<file path="src/rtl/div_sequencer.sv">
// Iterative radix-2 restoring divider for MIPS DIV/DIVU behind the E-stage stall.
// Optional DIV_EARLY_EXIT_EN: finish at once when |a| < |b|.
module div_sequencer #(
  parameter int WIDTH = 32
) (
  input  logic             clk,
  input  logic             rst,
  input  logic             start,
  input  logic             signed_div,
  input  logic [WIDTH-1:0] a,
  input  logic [WIDTH-1:0] b,
  input  logic             annul,
  output logic             div_ready,
  output logic             busy,
  output logic [WIDTH-1:0] hi,
  output logic [WIDTH-1:0] lo
);

  localparam int CW = $clog2(WIDTH);

  typedef enum logic [1:0] {
    IDLE,
    BUSY,
    DONE
  } state_t;

  state_t state;
  state_t state_nxt;

  logic [CW-1:0]    cnt;
  logic [WIDTH-1:0] rem;
  logic [WIDTH-1:0] dvd;
  logic [WIDTH-1:0] dvs;
  logic             neg_q;
  logic             neg_r;

  logic             a_neg;
  logic             b_neg;
  logic [WIDTH-1:0] a_abs;
  logic [WIDTH-1:0] b_abs;
  logic             b_zero;
  logic             early;
  logic             last;

  logic [WIDTH:0]   rem_sh;
  logic             fits;
  logic [WIDTH-1:0] rem_nxt;
  logic [WIDTH-1:0] dvd_nxt;
  logic [WIDTH-1:0] q_fix;
  logic [WIDTH-1:0] r_fix;

  assign a_neg  = signed_div & a[WIDTH-1];
  assign b_neg  = signed_div & b[WIDTH-1];
  assign a_abs  = a_neg ? (~a + 1'b1) : a;
  assign b_abs  = b_neg ? (~b + 1'b1) : b;
  assign b_zero = (b == '0);

`ifdef DIV_EARLY_EXIT_EN
  assign early = (a_abs < b_abs);
`else
  assign early = 1'b0;
`endif

  assign last = (cnt == CW'(WIDTH - 1));

  // The shifted remainder needs one extra bit before the compare.
  assign rem_sh  = {rem, dvd[WIDTH-1]};
  assign fits    = (rem_sh >= {1'b0, dvs});
  assign rem_nxt = fits ? (rem_sh[WIDTH-1:0] - dvs)
                        : rem_sh[WIDTH-1:0];
  assign dvd_nxt = {dvd[WIDTH-2:0], fits};

  assign q_fix = neg_q ? (~dvd_nxt + 1'b1) : dvd_nxt;
  assign r_fix = neg_r ? (~rem_nxt + 1'b1) : rem_nxt;

  assign div_ready = (state == DONE);
  assign busy      = (state == BUSY);

  always_ff @(posedge clk) begin
    if (rst) begin
      state <= IDLE;
    end else begin
      state <= state_nxt;
    end
  end

  always_comb begin
    state_nxt = state;
    if (annul) begin
      state_nxt = IDLE;
    end else begin
      unique case (state)
        IDLE: begin
          if (start) begin
            unique case (1'b1)
              b_zero:  state_nxt = DONE;
              early:   state_nxt = DONE;
              default: state_nxt = BUSY;
            endcase
          end
        end
        BUSY: begin
          if (last) begin
            state_nxt = DONE;
          end
        end
        DONE:    state_nxt = IDLE;
        default: state_nxt = IDLE;
      endcase
    end
  end

  always_ff @(posedge clk) begin
    if (rst) begin
      cnt   <= '0;
      rem   <= '0;
      dvd   <= '0;
      dvs   <= '0;
      neg_q <= 1'b0;
      neg_r <= 1'b0;
      hi    <= '0;
      lo    <= '0;
    end else if (!annul) begin
      unique case (state)
        IDLE: begin
          if (start) begin
            unique case (1'b1)
              b_zero: begin
                lo <= '1;
                hi <= a;
              end
              early: begin
                lo <= '0;
                hi <= a;
              end
              default: begin
                dvd   <= a_abs;
                dvs   <= b_abs;
                rem   <= '0;
                cnt   <= '0;
                neg_q <= a_neg ^ b_neg;
                neg_r <= a_neg;
              end
            endcase
          end
        end
        BUSY: begin
          rem <= rem_nxt;
          dvd <= dvd_nxt;
          cnt <= cnt + CW'(1);
          if (last) begin
            lo <= q_fix;
            hi <= r_fix;
          end
        end
        default: begin
        end
      endcase
    end
  end

endmodule

</file>
<file path="config.mk">
export PLATFORM = sky130hd
export DESIGN_NAME = div_sequencer
export DESIGN_NICKNAME = d
export VERILOG_FILES = /design/src/rtl/div_sequencer.sv
export SDC_FILE = /design/constraint.sdc
export NUM_CORES = 1
export LEC_CHECK = 0
export BUFFER_PORTS_ARGS = -buffer_cell sky130_fd_sc_hd__buf_2
export CORE_ASPECT_RATIO = 0.7
export CORE_MARGIN = 4
export CORE_UTILIZATION = 54
export DETAILED_ROUTE_END_ITERATION = 7
export HOLD_SLACK_MARGIN = 0.02
export PLACE_DENSITY = 0.78
export SLEW_MARGIN = 30
export SYNTH_ARGS = -nofsm -noshare
export SYNTH_HDL_FRONTEND = slang
export SYNTH_SLANG_ARGS = --single-unit
</file>
<file path="constraint.sdc">
create_clock -name clk -period 5.45 [get_ports clk]
set_input_delay 1.3625 -clock clk [delete_from_list [all_inputs] [get_ports clk]]
set_output_delay 1.3625 -clock clk [all_outputs]
set_load 0.03 [all_outputs]
</file>
==> results of run 1 <==
-- repair_timing --
item	CTS	global route
setup endpoints to repair	0	9
gates resized for setup	0	4
setup buffers	0	0
-- report_power, final --
part	internal, W	switching [W]
Sequential	0.00127	0.0000312
Clock	0.000670	0.000532
Combinational	0.000247	0.000459
Total	0.00219	0.00102
-- cell families (layout without fill, tap and decap cells) --
kind of cell | count (synthesis) | count (layout)
and+or+nand+nor | 577 | 577
DFF | 169 | 169
AOI/OAI and AO/OA | 462 | 462
adders and majority gates | 39 | 39
muxes | 34 | 34
xor gates and xnor gates | 133 | 133
buffers and inverters | 158 | 265
-- critical path, cell delays in order, from the launching register on --
cell and delay (ps):
sky130_fd_sc_hd__dfxtp_1 370, sky130_fd_sc_hd__ha_1 440, sky130_fd_sc_hd__nand3_1 140, sky130_fd_sc_hd__o21bai_1 240, sky130_fd_sc_hd__a2111oi_2 480, sky130_fd_sc_hd__o21a_1 260, sky130_fd_sc_hd__o21ai_2 80, sky130_fd_sc_hd__nand2_2 190
sky130_fd_sc_hd__buf_4 250, sky130_fd_sc_hd__nand2_1 70, sky130_fd_sc_hd__o21ai_1 100, sky130_fd_sc_hd__ha_1 190, sky130_fd_sc_hd__inv_1 50, sky130_fd_sc_hd__or4_1 510, sky130_fd_sc_hd__nor4_1 360, sky130_fd_sc_hd__a31o_2 270
sky130_fd_sc_hd__nand4_1 250, sky130_fd_sc_hd__o31ai_2 320, sky130_fd_sc_hd__xnor2_1 100, sky130_fd_sc_hd__a221oi_1 270
-- through the flow --
stage / hold slack (ps) / utilization, %
after floorplan: 431.9 / -
after global placement: 442.9 / 60.48
after detailed placement: 445.5 / 60.50
after CTS: 452.2 / 63.16
after global routing: 476.9 / 63.27
final: 453.9 / 63.27
-- worst min-delay path by stage --
stage,endpoint,cells past startpoint,startpoint
CTS,neg_q,2,neg_q
finish,neg_q,2,neg_q
global placement,neg_q,2,neg_q
floorplan,dvs[30],2,dvs[30]
detailed placement,neg_q,2,neg_q
global route,neg_q,2,neg_q
-- state kept, by name, indices dropped and copies added (netlist names) --
name and cells:
state 2, neg_r 1, neg_q 1, dvd 32, lo 32, cnt 5
dvs 32, hi 32, rem 32
-- final cells by class --
class                   count  area, um^2  area share, %
clock buffers              19       432.9          3.253
clock inverters            12       127.6         0.9591
inverters                  53       198.9          1.495
multi-input cells        1245        7767          58.37
flip-flops and latches    169        3383          25.43
well taps                 276       345.3          2.595
repair buffers            181        1051          7.898
-- metal layers --
layer / vias up / global-route usage, % / share of wire (%)
met5: - / 0 / 0.034
met4: 2 / 6.281 / 1.7
met3: 65 / 9.227 / 12
met2: 675 / 40.87 / 39
met1: 5764 / 48.68 / 47
li1: 5865 / - / -
-- Yosys cell counts (3+ instances only) --
cell	n	area, um^2
sky130_fd_sc_hd__o21a_1	7	52.55
sky130_fd_sc_hd__nand2b_1	7	43.79
sky130_fd_sc_hd__a211o_1	3	26.28
sky130_fd_sc_hd__nor2_1	261	979.7
sky130_fd_sc_hd__nor4_1	17	106.4
sky130_fd_sc_hd__a311oi_1	24	210.2
sky130_fd_sc_hd__a211oi_1	96	720.7
sky130_fd_sc_hd__buf_2	9	45.04
sky130_fd_sc_hd__o311ai_0	3	26.28
sky130_fd_sc_hd__ha_1	38	475.5
sky130_fd_sc_hd__o22ai_1	6	37.54
sky130_fd_sc_hd__a21oi_1	138	690.7
sky130_fd_sc_hd__nand2_1	130	488.0
sky130_fd_sc_hd__mux2i_1	28	280.3
sky130_fd_sc_hd__mux2_2	6	67.56
sky130_fd_sc_hd__nor3_1	37	185.2
sky130_fd_sc_hd__buf_1	4	15.01
sky130_fd_sc_hd__a21o_1	11	82.58
sky130_fd_sc_hd__a41oi_1	3	26.28
sky130_fd_sc_hd__or4_1	13	97.59
sky130_fd_sc_hd__o41ai_1	11	96.34
sky130_fd_sc_hd__and4_1	3	26.28
sky130_fd_sc_hd__inv_1	51	191.4
sky130_fd_sc_hd__xnor2_1	60	525.5
sky130_fd_sc_hd__a31oi_1	10	62.56
sky130_fd_sc_hd__o21bai_1	6	45.04
sky130_fd_sc_hd__o31ai_1	26	195.2
sky130_fd_sc_hd__a22oi_1	16	120.1
sky130_fd_sc_hd__nand4_1	14	87.58
sky130_fd_sc_hd__o211ai_1	10	75.07
sky130_fd_sc_hd__xor2_1	73	639.4
sky130_fd_sc_hd__and2_1	11	68.82
sky130_fd_sc_hd__a221oi_1	3	26.28
sky130_fd_sc_hd__or2_2	5	31.28
sky130_fd_sc_hd__clkbuf_1	90	337.8
sky130_fd_sc_hd__dfxtp_1	169	3383
sky130_fd_sc_hd__and3_1	16	100.1
sky130_fd_sc_hd__o21ai_0	66	330.3
sky130_fd_sc_hd__nand3b_1	5	37.54
sky130_fd_sc_hd__nand3_1	19	95.09
sky130_fd_sc_hd__nor2b_1	6	37.54
sky130_fd_sc_hd__or3_1	19	118.9
==> out/qor.yml, run 1 <==
timing:
  final_max_slew_viol_count: 0
  clock.fmax_mhz: 197.7
  skew_ps: 13.76
  setup_repair_after_global_routing_missed_its_margin: "false"
  slew_headroom_pct: 34.38
  final.period_utilization_pct: 92.82
  min_period_ps: 5059
  tightest_slew_ps: 984.2
  setup_viol_count_final: 0
  finalWorstSetupSlack_ps: 391.2
  finalHoldViolations: 0
  final.setup.tns_ps: 0
grt:
  global_route.usage.total_pct: 30.85
  first_pass_grt_wire_length_um: 60760
  pin_count_of_the_biggest_net_entering_global_routing: 102
  grt.overflow.total: 0
  number_of_antenna_violations_at_the_first_check_in_global_routing: 1
  first_global_vias: 10950
drt:
  number_of_detailed_routing_iterations_run_before_antenna_repair: 6
  detailedRoute.firstIterationViolations: 1675
  routed-via-count: 12370
  detail_route.vias_per_cell: 6.328
  drc: 0
  postRouteAntennaNets: 0
  route.detailed.wl_per_inst_um: 19.50
  route.final.wire_length_um: 38130
critical_path:
  setup.worst_path.end: "hi[28]"
  crit_type: "reg -> reg"
  r2r.worst_path.cells: 19
  worst-r2r-setup-slack_ps: 390
  worst_ep_arrival_time_ps: 5410
  startpoint_type: "register"
  critPathRequiredTime_ps: 5800
  crit_path_end_kind: "register"
  crit_fanout: 13
  worst_r2r_endpoint: "hi[28]"
  timing.critical_path.from: "rem[1]"
  r2r_start: "rem[1]"
logic_synthesis:
  number_of_synthesized_flops_with_an_enable_pin: 0
  yosys_most_used_dff: "sky130_fd_sc_hd__dfxtp_1"
  syn-mean-instance-area_um2: 7.455
  adder_and_majority_gate_portion_of_the_synthesized_area_pct: 4.228
  synth_compound_gate_area_share_pct: 26.19
  synthesis.nets: 1680
  yosys.area_share.simple_pct: 22.63
  ys_warn_count: 0
  synth_cell_type_count: 75
  synth_top_family_by_area: "compound AO/OA/AOI/OAI gates"
  synth.yosys.seq_area_share_pct: 28.87
  postSynth.asyncResetShare_pct: 0
  synth-xor-area-share_pct: 9.939
  share_of_cell_area_taken_by_muxes_after_synthesis_pct: 2.968
  postSynthCellCount: 1572
  synth_area_um2: 11720
  ys_ff_latch: 169
clock_tree:
  clock_path_buffers: 2
  cts-htree-levels: 4
  cts_num_sinks: 169
  tritoncts.num_buffers: 17
  insertion_delay_ps: 450
  clock-root-buffer: "sky130_fd_sc_hd__clkbuf_16"
  clk_transition_reported_paths_ps: 60
  tritoncts: "done"
  ctsHoldBuffers: 0
floorplanning:
  core-area_um2: 21030
  fp.dieH_um: 131.3
  placementRows: 44
  die_area_um2: 24160
  boundaryPins: 135
  die_width_um: 184.1
  floorplan.initialDensity_pct: 55.73
final_layout:
  area_growth_syn_to_layout_pct: 13.54
  layout_common_cells: "260 x sky130_fd_sc_hd__nor2_1, 169 x sky130_fd_sc_hd__dfxtp_1, 137 x sky130_fd_sc_hd__a21oi_1, 133 x sky130_fd_sc_hd__buf_2, 129 x sky130_fd_sc_hd__nand2_1"
  share_of_cells_above_drive_strength_1_pct: 14.47
  antenna_cells: 0
  num-nets-final: 1775
  layoutNonFillerInstCount: 1955
  stdcell_area_um2: 13310
  layout.cells.most_common: "sky130_fd_sc_hd__nor2_1"
  layout.filler_cells: 1905
status:
  result_of_the_run: "completed"
worst_hold_path:
  hp-class: "reg -> reg"
job:
  max_cap_violations: 0
power_and_ir_drop:
  finalPower_w: 0.003210
  power.ir.vdd_worst_uv: 216.1
  pwr_density_cell_nw_per_um2: 241.3
  power.leakage_nw: 5.374
placement:
  post_dp_cell_area_um2: 12720
  dp_hpwl_um: 28670
  gp_congestion: 1.005
  pre_cts_ws_ps: 141.3
  placed_cells_incl_taps: 1924
  port_buffers: 134
No activity file was read; power rests on OpenSTA's default activity.
==> inputs of run 2 (changes only) <==
--- a/config.mk
+++ b/config.mk
@@ -8,10 +8,10 @@
 export BUFFER_PORTS_ARGS = -buffer_cell sky130_fd_sc_hd__buf_2
 export CORE_ASPECT_RATIO = 0.7
 export CORE_MARGIN = 4
-export CORE_UTILIZATION = 54
+export CORE_UTILIZATION = 60
 export DETAILED_ROUTE_END_ITERATION = 7
 export HOLD_SLACK_MARGIN = 0.02
-export PLACE_DENSITY = 0.78
+export PLACE_DENSITY = 0.82
 export SLEW_MARGIN = 30
 export SYNTH_ARGS = -nofsm -noshare
 export SYNTH_HDL_FRONTEND = slang
==> constraint.sdc (replaced) <==
create_clock -name clk -period 5.6 [get_ports clk]
set_input_delay 1.4 -clock clk [delete_from_list [all_inputs] [get_ports clk]]
set_output_delay 1.4 -clock clk [all_outputs]
set_load 0.03 [all_outputs]
==> run 2 against run 1 <==
  * Sequential power barely moved
  * Global-route usage increased by 3.1 points
  * Core utilization grew 6.3 points
  * Clock skew decreased by 5.1 ps
  * Via count about the same
  * Worst setup slack worse by 91 ps
  * Power up 0.82%
  * First-iteration DRC count up 17%
  * Design area is 0.48% lower
  * Combinational power is 3.5% lower
  * Count of clock-buffer cells in the layout grew 4
  * Sequential share of layout area rose by 0.12 points
  * Largest power group is now clock
==> out/qor.yml, run 2 (synthesis results as in run 1) <==
status:
  result_of_the_run: "completed"
clock_tree:
  cts-htree-levels: 4  # unchanged
  clock-root-buffer: "sky130_fd_sc_hd__clkbuf_16"
  cts_num_sinks: 169  # unchanged
  clock_path_buffers: 2  # unchanged
  insertion_delay_ps: 450  # about the same
  clk_transition_reported_paths_ps: 60  # about the same
  tritoncts.num_buffers: 17  # unchanged
  tritoncts: "done"
critical_path:
  r2r.worst_path.cells: 16  # -3
  worst_path_buffer_plus_inverter_count: 1  # -1
  r2r_start: "rem[19]"
  crit_fanout: 9  # -4
  worst_r2r_endpoint: "lo[30]"
  worst-r2r-setup-slack_ps: 300  # -90 ps
  worstPathCellList: "ha_1 -> a21oi_1 -> o21ai_0 -> a22oi_1 -> a21oi_1 -> a2111oi_4 -> nand2_4 -> inv_2 -> ha_1 -> nand3_1 -> or3b_2 -> or3_1 -> or3_1 -> o41ai_1 -> xor2_1 -> a211oi_1"
  critPathTopFamily: "compound AO/OA/AOI/OAI gates"
  crit_type: "reg -> reg"
  cpMaxStageDelayCell: "sky130_fd_sc_hd__or3b_2"
  worst_ep_arrival_time_ps: 5650  # +240 ps
  crit_path_end_kind: "register"
  worst_path_largest_cell_delay_ps: 590  # +80 ps
  startpoint_type: "register"
  critPathRequiredTime_ps: 5950  # +150 ps
drt:
  routed-via-count: 12360  # -0.089%
  postRouteAntennaNets: 0  # unchanged
  drc: 0  # unchanged
  number_of_detailed_routing_iterations_run_before_antenna_repair: 6  # unchanged
  detail_route.vias_per_cell: 6.424  # +1.5%
  route.detailed.wl_per_inst_um: 19.86  # +1.9%
  route.final.wire_length_um: 38220  # +0.24%
  detailedRoute.firstIterationViolations: 1965  # +17%
power_and_ir_drop:
  power.ir.vdd_worst_uv: 300.1  # +39%
  pwr_density_cell_nw_per_um2: 244.4  # +1.3%
  power.leakage_nw: 5.334  # -0.74%
  finalPower_w: 0.003237  # +0.82%
final_layout:
  antenna_cells: 0  # unchanged
  layout_common_cells: "260 x sky130_fd_sc_hd__nor2_1, 169 x sky130_fd_sc_hd__dfxtp_1, 138 x sky130_fd_sc_hd__a21oi_1, 133 x sky130_fd_sc_hd__buf_2, 129 x sky130_fd_sc_hd__nand2_1"
  area_growth_syn_to_layout_pct: 12.99
  share_of_cells_above_drive_strength_1_pct: 13.43  # -1.0 points
  postLayoutCoreUtil_pct: 69.61  # +6.3 points
  num-nets-final: 1757  # -1.0%
  layout.cells.most_common: "sky130_fd_sc_hd__nor2_1"
floorplanning:
  boundaryPins: 135  # unchanged
  die_area_um2: 21870  # -9.5%
  fp.dieH_um: 124.9  # -4.8%
  die_width_um: 175.0  # -4.9%
  placementRows: 42  # -4.5%
  floorplan.initialDensity_pct: 61.61  # +5.9 points
  core-area_um2: 19020  # -9.5%
timing:
  setup_viol_count_final: 0  # unchanged
  slew_headroom_pct: 32.66  # -1.7 points
  final.period_utilization_pct: 94.64  # +1.8 points
  finalHoldViolations: 0  # unchanged
  setup_repair_after_global_routing_missed_its_margin: "false"
  final_max_slew_viol_count: 0  # unchanged
  hold_ws_ps: 457.8  # +3.920 ps
  min_period_ps: 5300  # +241.1 ps
  clock.fmax_mhz: 188.7  # -4.5%
  final.setup.tns_ps: 0  # unchanged
  skew_ps: 8.676  # -5.089 ps
  tightest_slew_ps: 1010  # +25.92 ps
placement:
  dp_hpwl_um: 28260  # -1.4%
  gp_congestion: 0.9658  # -3.9%
  port_buffers: 134  # unchanged
worst_hold_path:
  hold_path_end: "dvs[30]"
  hp-class: "reg -> reg"
  startpoint_of_the_worst_hold_path: "dvs[30]"
  worst_hold_path.num_cells: 2  # unchanged
grt:
  first_global_vias: 11070  # +1.2%
  number_of_antenna_violations_at_the_first_check_in_global_routing: 0  # -1
  grt.overflow.total: 0  # unchanged
  first_pass_grt_wire_length_um: 60550  # -0.35%
  global_route.usage.total_pct: 33.98  # +3.1 points
  pin_count_of_the_biggest_net_entering_global_routing: 93  # -8.8%
job:
  max_cap_violations: 0  # unchanged
-- run 2: worst reg2reg max path: cells and delay by family (launching register included) --
family | cells | cell delay [ps]
adders and majority gates | 2 | 660
xor gates and xnor gates | 1 | 130
and+or+nand+nor | 5 | 1830
buffers and inverters | 1 | 150
DFF | 1 | 360
AOI/OAI and AO/OA | 7 | 2080
-- run 2: area by class of cell --
type / count / area [um^2]
inverters: 53 / 198.9
fillers: 1624 / 5781
flip-flops and latches: 169 / 3383
well taps: 264 / 330.3
clock inverters: 7 / 140.1
clock buffers: 23 / 488.0
repair buffers: 163 / 928.4
multi-input cells: 1245 / 7774
-- run 2: how the worst max path moves through the flow --
stage / from / to / slack (ps) / cells past startpoint
2_1_floorplan: rem[11] / hi[28] / 120 / 22
3_3_place_gp: dvs[2] / hi[28] / 380 / 18
3_5_place_dp: rem[19] / hi[28] / 240 / 17
4_1_cts: rem[19] / lo[30] / 120 / 16
5_1_grt: rem[9] / hi[28] / 30 / 17
6_report: rem[19] / lo[30] / 300 / 16
-- run 2: routing by layer --
layer	track usage, %	routed length, um	up-vias
met1	51.72	16910	5668
met4	9.926	894	0
met3	9.928	5262	92
met5	0	0	-
li1	-	-	5806
met2	46.12	15150	794
-- run 2: stage by stage --
| stage | std cells | setup slack, ps | area (um^2) |
|---|---|---|---|
| finish | 1924 | 300.1 | 13240 |
| global route | 1924 | 29.24 | 13240 |
| CTS | 1922 | 123.9 | 13200 |
| detailed placement | 1892 | 235.4 | 12570 |
| global placement | 1892 | 383.9 | 12570 |
| floorplan | 1572 | 121.3 | 11720 |
-- run 2: power by group --
part	switching (W)	internal [W]	total [W]
clock	0.000499	0.000789	0.00129
combinational	0.000451	0.000231	0.000682
sequential	0.0000300	0.00124	0.00127
-- run 2: what timing repair did --
action	in CTS	in global routing
hold buffers	0	0
resized for setup	0	4
endpoints found under the setup margin	0	12
buffers inserted	0	2
